--- config.mk ---
export PLATFORM = sky130hd
export DESIGN_NAME = irq_controller
export DESIGN_NICKNAME = d
export VERILOG_FILES = /design/src/rtl/irq_controller.sv
export SDC_FILE = /design/constraint.sdc
export NUM_CORES = 1
export LEC_CHECK = 0
export CELL_PAD_IN_SITES_DETAIL_PLACEMENT = 2
export CELL_PAD_IN_SITES_GLOBAL_PLACEMENT = 2
export CORE_ASPECT_RATIO = 1.4
export CORE_MARGIN = 2
export CORE_UTILIZATION = 25
export DETAILED_ROUTE_END_ITERATION = 10
export PLACE_DENSITY = 0.85
export SLEW_MARGIN = 20
export SYNTH_ARGS = -nofsm -noshare
export SYNTH_HDL_FRONTEND = slang
export SYNTH_SLANG_ARGS = --single-unit
--- constraint.sdc ---
create_clock -name clk -period 4.2 [get_ports clk]
set_clock_uncertainty 0.15 [all_clocks]
set_input_delay 0.84 -clock clk [delete_from_list [all_inputs] [get_ports clk]]
set_output_delay 0.84 -clock clk [all_outputs]
set_load 0.01 [all_outputs]
--- src/rtl/irq_controller.sv ---
// Memory-mapped interrupt controller: synchronises and edge-detects NUM_SRC sources,
// latches them as pending and drives a single prioritised I_Req/IACK handshake to the core.
module irq_controller #(
    parameter int          NUM_SRC   = 8,
    parameter logic [31:0] BASE_ADDR = 32'h0000_1000
) (
    input  logic               clk,
    input  logic               reset,
    input  logic [NUM_SRC-1:0] irq_src,
    output logic               I_Req,
    input  logic               IACK,
    input  logic [31:0]        Data_addr,
    input  logic [31:0]        Wdata,
    input  logic [3:0]         we,
    output logic [31:0]        Rdata,
    output logic               hit
);

    typedef enum logic [1:0] {
        ST_IDLE    = 2'd0,
        ST_REQ     = 2'd1,
        ST_SERVICE = 2'd2
    } state_t;

    localparam logic [1:0] OFF_PENDING = 2'd0;
    localparam logic [1:0] OFF_ENABLE  = 2'd1;
    localparam logic [1:0] OFF_CLAIM   = 2'd2;
    localparam logic [1:0] OFF_EOI     = 2'd3;

    state_t             r_state;
    state_t             w_state_next;

    logic [NUM_SRC-1:0] r_s1;
    logic [NUM_SRC-1:0] r_s2;
    logic [NUM_SRC-1:0] r_s3;
    logic [NUM_SRC-1:0] r_pending;
    logic [NUM_SRC-1:0] r_enable;
    logic [4:0]         r_claim_id;
    logic               r_claim_valid;
    logic               r_ireq;

    logic [1:0]         w_offset;
    logic               w_wr;
    logic               w_wr_pending;
    logic               w_wr_enable;
    logic               w_wr_eoi;
    logic [NUM_SRC-1:0] w_rise;
    logic [NUM_SRC-1:0] w_clear;
    logic [NUM_SRC-1:0] w_pending_next;
    logic [NUM_SRC-1:0] w_active;
    logic               w_any;
    logic [4:0]         w_sel;
    logic               w_claim_load;
    logic               w_ack;
    logic               w_eoi_done;
    logic               w_ireq_next;
    logic               w_unused_bits;

    // Bus decode: any nonzero byte enable is a full-word write.
    assign hit          = (Data_addr[31:4] == BASE_ADDR[31:4]);
    assign w_offset     = Data_addr[3:2];
    assign w_wr         = hit && (we != 4'b0000);
    assign w_wr_pending = w_wr && (w_offset == OFF_PENDING);
    assign w_wr_enable  = w_wr && (w_offset == OFF_ENABLE);
    assign w_wr_eoi     = w_wr && (w_offset == OFF_EOI);
    assign w_unused_bits = ^{Data_addr[1:0], Wdata[31:NUM_SRC]};

    always_ff @(posedge clk or posedge reset) begin
        if (reset) begin
            r_s1 <= '0;
            r_s2 <= '0;
            r_s3 <= '0;
        end else begin
            r_s1 <= irq_src;
            r_s2 <= r_s1;
            r_s3 <= r_s2;
        end
    end

    // A fresh edge wins over a W1C or acknowledge clear landing on the same bit.
    generate
        for (genvar gi = 0; gi < NUM_SRC; gi++) begin : g_src
            assign w_rise[gi]         = r_s2[gi] & ~r_s3[gi];
            assign w_clear[gi]        = (w_wr_pending & Wdata[gi]) |
                                        (w_ack && (r_claim_id == 5'(gi)));
            assign w_pending_next[gi] = w_rise[gi] | (r_pending[gi] & ~w_clear[gi]);
            assign w_active[gi]       = r_pending[gi] & r_enable[gi];
        end
    endgenerate

    assign w_any = |w_active;

    always_comb begin
        w_sel = '0;
        for (int i = NUM_SRC - 1; i >= 0; i--) begin
            if (w_active[i]) begin
                w_sel = 5'(i);
            end
        end
    end

    always_ff @(posedge clk or posedge reset) begin
        if (reset) begin
            r_pending <= '0;
            r_enable  <= '0;
        end else begin
            r_pending <= w_pending_next;
            if (w_wr_enable) begin
                r_enable <= Wdata[NUM_SRC-1:0];
            end
        end
    end

    always_ff @(posedge clk or posedge reset) begin
        if (reset) begin
            r_state       <= ST_IDLE;
            r_ireq        <= 1'b0;
            r_claim_id    <= '0;
            r_claim_valid <= 1'b0;
        end else begin
            r_state <= w_state_next;
            r_ireq  <= w_ireq_next;
            if (w_claim_load) begin
                r_claim_id <= w_sel;
            end
            if (w_ack) begin
                r_claim_valid <= 1'b1;
            end else if (w_eoi_done) begin
                r_claim_valid <= 1'b0;
            end
        end
    end

    // REQ deliberately ignores later enable/pending changes; the claim may turn out spurious.
    always_comb begin
        w_state_next = r_state;
        case (r_state)
            ST_IDLE: begin
                if (w_any) begin
                    w_state_next = ST_REQ;
                end
            end
            ST_REQ: begin
                if (IACK) begin
                    w_state_next = ST_SERVICE;
                end
            end
            ST_SERVICE: begin
                if (w_wr_eoi) begin
                    w_state_next = ST_IDLE;
                end
            end
            default: w_state_next = ST_IDLE;
        endcase
    end

    always_comb begin
        w_claim_load = 1'b0;
        w_ack        = 1'b0;
        w_eoi_done   = 1'b0;
        case (r_state)
            ST_IDLE:    w_claim_load = w_any;
            ST_REQ:     w_ack        = IACK;
            ST_SERVICE: w_eoi_done   = w_wr_eoi;
            default:    ;
        endcase
        w_ireq_next = (w_state_next == ST_REQ);
    end

    assign I_Req = r_ireq;

    always_comb begin
        Rdata = '0;
        if (hit) begin
            case (w_offset)
                OFF_PENDING: Rdata = {{(32-NUM_SRC){1'b0}}, r_pending};
                OFF_ENABLE:  Rdata = {{(32-NUM_SRC){1'b0}}, r_enable};
                OFF_CLAIM:   Rdata = {r_claim_valid, 26'd0, r_claim_id};
                default:     Rdata = '0;
            endcase
        end
    end

endmodule

# Word-level counts from Yosys, hierarchy flattened
# Index checks and enable logic that the tools add are counted.
word_totals:
  register_bits: 49
  in_bits: 79
  output_inout_bits: 34
classes:
  n_eq_ne: 14
  muxes: 19
  bitwise_logic: 64
  reduce_logical: 18
ops:
  columns: ["op", "count"]
  rows:
  - ["32-bit one-hot mux with 3 select lines", 1]
  - ["5-bit 2-to-1 mux", 7]
  - ["1-bit AND", 32]
  - ["32-bit 2-to-1 mux", 1]
  - ["28-bit by 9-bit equality test with 1-bit output (second input constant)", 1]
  - ["5-bit by 3-bit equality test with 1-bit output (second input constant)", 4]
  - ["1-bit inverter", 16]
  - ["1-bit OR", 16]
  - ["1-bit logical AND", 12]
  - ["5-bit by 2-bit equality test with 1-bit output (second input constant)", 2]
  - ["8-bit OR reduction", 1]
  - ["2-bit by 1-bit equality test with 1-bit output (second input constant)", 3]
  - ["2-bit equality test (second input constant)", 3]
  - ["2-bit 2-to-1 mux", 3]
  - ["2-bit one-hot mux with 3 select lines", 1]
  - ["5-bit by 1-bit equality test with 1-bit output (second input constant)", 1]
  - ["5-bit logical NOT", 1]
  - ["1-bit 2-to-1 mux", 5]
  - ["2-bit logical NOT", 2]
  - ["4-bit nonzero test", 1]
  - ["3-bit 2-to-1 mux", 1]
  - ["2-bit nonzero test", 1]

# Longest topological paths before layout
logic_depth:
  word_depth: 9
  depth_mapped: 6
  depth_no_buf: 4

# Least setup slack after synthesis
# OpenSTA, ideal clock, no wires.
synth_timing:
  path_type: "input to output"
  startpoint: "input port Data_addr[13]"
  endpoint: "output port Rdata[31]"
  t_arrival_ns: 2.164
  required_time_ns: 3.210
  path_slack_ns: 1.046
  path_stages: 6
  n_path_buf: 2
  path_cell_list: "nor4b_1 > nand4_1 > buf_2 > or2_2 > buf_2 > nor3_1"
synth_via:
  elab_chain_len: 2
synth_rtl:
  columns: ["item", "line_no", "source"]
  rows:
  - ["from (decl)", "12", "input logic [31:0] Data_addr,"]
  - ["28-bit by 9-bit equality test with 1-bit output", "60", "assign hit = (Data_addr[31:4] == BASE_ADDR[31:4]);"]
  - ["32-bit 2-to-1 mux", "174", "if (hit) begin"]
  - ["to (decl)", "15", "output logic [31:0] Rdata,"]
# No other way between the ends.

# Final worst setup path
layout_timing:
  startpoint: "input port Data_addr[6]"
  endpoint: "output port Rdata[4]"
# Same word-level chain as after synthesis.

==> flow_summary.ini <==
[floorplanning]
initial_core_util_pct = 25.6
fp-row-count = 40
fp.dieW_microns = 83.2
io_pins = 113
fp.dieArea_sq_um = 9550
core_sq_um = 8560
die_h_microns = 115

[synthesis]
avgSynthCellArea_sq_um = 10.8
yosysTopAreaCell = dfrtp_1
syn_area_sq_um = 2190
synth_area_leaders = dfrtp_1, buf_4, mux2_4, mux2i_1, nor3_1
yosysSeqAreaShare_pct = 53.6
yosys_register_bits = 47
netlist_top_cells_count = dfrtp_1, buf_4, nor3_1
synth_top_area_share_pct = 53.6
ys.flop_type = dfrtp_1
synth-edff-count = 0
ys_types = 34
yosys_warnings = 0
synth_cells = 203
synth_most_common_cell = dfrtp_1
async_reset_ff_share_pct = 100

[worst_setup_path]
max_stage_delay_ns = 0.57
startpoint_type = input port
crit_slowest_cell = clkdlybuf4s50_1
worstSetupPathType = in2out
crit_chain = clkdlybuf4s50_1, nor4_1, nand4_1, or2_2, nor3_1, clkdlybuf4s50_1
crit_fanout = 10
critPathArrivalTime_ns = 2.99
cp.required_ns = 3.21
end_kind = output port
cp_common_cell = clkdlybuf4s50_1

[sta]
max_freq_mhz = 251
worstMarginPinSlew_ns = 0.928
maxSlewViolCount = 0
setup-tns-final_ns = 0
finalHoldViolCount = 0
rsz0062_at_grt = no
slew_headroom_pct = 37.3
post-route-min-period_ns = 3.98
setup_viol = 0
fin_crit_sh_pct = 94.7

[global_route]
gr-max-usage-layer = met2
antenna_found_initial = 0
grt_use_met2_pct = 27.8
grt_max_degree = 40
grt_pass1_wl_microns = 10800
grt_use_met1_pct = 15.8
gr-total-overflow = 0
grt_use_total_pct = 14.4
grt_pass1_vias = 2056
use_met3_pct = 2.37

[clock_tree]
clk_path_buf_depth = 2
cts_sinks = 47
h-tree-depth = 2
cts.clk_slew.worst_paths_ns = 0.06
hold_buffers = 0
clk-insertion-delay-late_ns = 0.29
cts_made_buffers = 5
post_cts.repair.setup_buffers = 0
root_buffer = clkbuf_16
ctsResizeCount = 0
cts_tree = yes

[finish]
fin_area_sq_um = 3030
seq_area_sq_um = 1180
n_antenna_cell = 0
nFillCells = 931
multiInputGateArea_sq_um = 855
drive_gt1_share_pct = 8.82
area_growth_pct = 38.3
final_nets = 351

[routing]
drtPass1Iterations = 4
dr_total_vias = 1759
drc = 0
viasPerCell = 4.67
drt-initial-drc-count = 96
ant_nets = 0
wirelength_microns = 6390
wl_per_cell_microns = 17.0

[run]
cap_violations = 0

[power]
p_leak_nw = 1.25
vdd_drop_max_uv = 148
p_per_area_nw_per_um2 = 313

[hold_path]
min_path_type = reg2reg

[placed_design]
io_buffer_count = 63
dpl_cell_area_sq_um = 2890
gp_congestion = 0.900
dp_hpwl_microns = 4990

[run_status]
status = finished, final reports clean
-- sequential cells by signal (all words and copies together), names as in the netlist --
signal / count
r_pending: 8
r_claim_id: 3
r_s1: 8
I_Req: 1
r_s2: 8
r_enable: 8
r_s3: 8
r_claim_valid: 1
r_state: 2
-- cell usage in the layout (no fill, tap or decap), drive strengths merged, types with 2 or more instances in the layout --
| cell | instances |
|---|---|
| a21oi | 4 |
| a22o | 4 |
| a32o | 2 |
| buf | 7 |
| clkbuf | 6 |
| clkdlybuf4s50 | 63 |
| clkinv | 2 |
| conb | 23 |
| dfrtp | 47 |
| inv | 11 |
| mux2 | 8 |
| mux2i | 8 |
| nand2 | 9 |
| nand2b | 3 |
| nand3 | 10 |
| nor2 | 9 |
| nor3 | 15 |
| nor4 | 6 |
| o21ai | 8 |
| o22ai | 8 |
| o31ai | 5 |
-- final timing paths --
| kind | start | to | slack (ns) | depth (start not counted) |
|---|---|---|---|---|
| worst max-delay path | Data_addr[6] | Rdata[4] | 0.22 | 6 |
| worst min-delay path | r_s1[3] | r_s2[3] | 0.20 | 0 |
| worst max register to register | r_pending[3] | r_claim_id[2] | 2.06 | 3 |
| worst min register to register | r_s1[3] | r_s2[3] | 0.20 | 0 |
| max in group asynchronous | reset | r_enable[3] | 2.53 | 3 |
| min in group asynchronous | reset | r_state[1] | 0.62 | 2 |
-- per-stage QoR --
stage / hold WS, ns / utilization (%) / worst slack (ns) / cells / power [W]
6_report: 0.198 / 35.5 / 0.224 / 377 / 0.000949
5_1_grt: 0.217 / 35.5 / 0.0479 / 377 / 0.000996
4_1_cts: 0.202 / 35.5 / 0.198 / 377 / 0.000966
3_5_place_dp: 0.188 / 33.8 / 0.202 / 370 / 0.000568
3_3_place_gp: 0.183 / 33.8 / 0.277 / 370 / 0.000564
2_1_floorplan: 0.181 / - / 1.05 / 225 / 0.000522
-- critical path, delay by kind of cell --
kind	cells	cell delay, ns
buf+inv	2	0.96
simple gates	4	1.18
-- cell families (layout without fill, tap and decap cells) --
| group | after synthesis | in the layout | share of synthesized area, % |
|---|---|---|---|
| multiplexers | 16 | 16 | 9.13 |
| AO/OA/AOI/OAI | 38 | 38 | 11.8 |
| other | 1 | 23 | 0.171 |
| buffers and inverters | 42 | 89 | 11.5 |
| flip-flops | 47 | 47 | 53.6 |
| AND/OR/NAND/NOR | 59 | 59 | 13.8 |
-- routing by layer --
| metal | wire [microns] | vias to the layer above |
|---|---|---|
| met5 | 0 | - |
| met1 | 2380 | 882 |
| li1 | - | 814 |
| met3 | 242 | 7 |
| met2 | 3660 | 56 |
| met4 | 113 | 0 |
-- cell type report --
type	count	area share, %
clock buffers	6	4.58
multi-input cells	136	28.2
clock inverters	1	0.165
inverters	12	1.48
repair buffers	70	22.5
flip-flops and latches	47	38.8
well taps	105	4.33
-- report_power, final --
part / switching (W) / internal, W / total, W
Sequential: 0.00000450 / 0.000464 / 0.000469
Clock: 0.000158 / 0.000232 / 0.000390
Combinational: 0.0000392 / 0.0000510 / 0.0000902
Note: power is estimated with default switching activity, not from simulation.
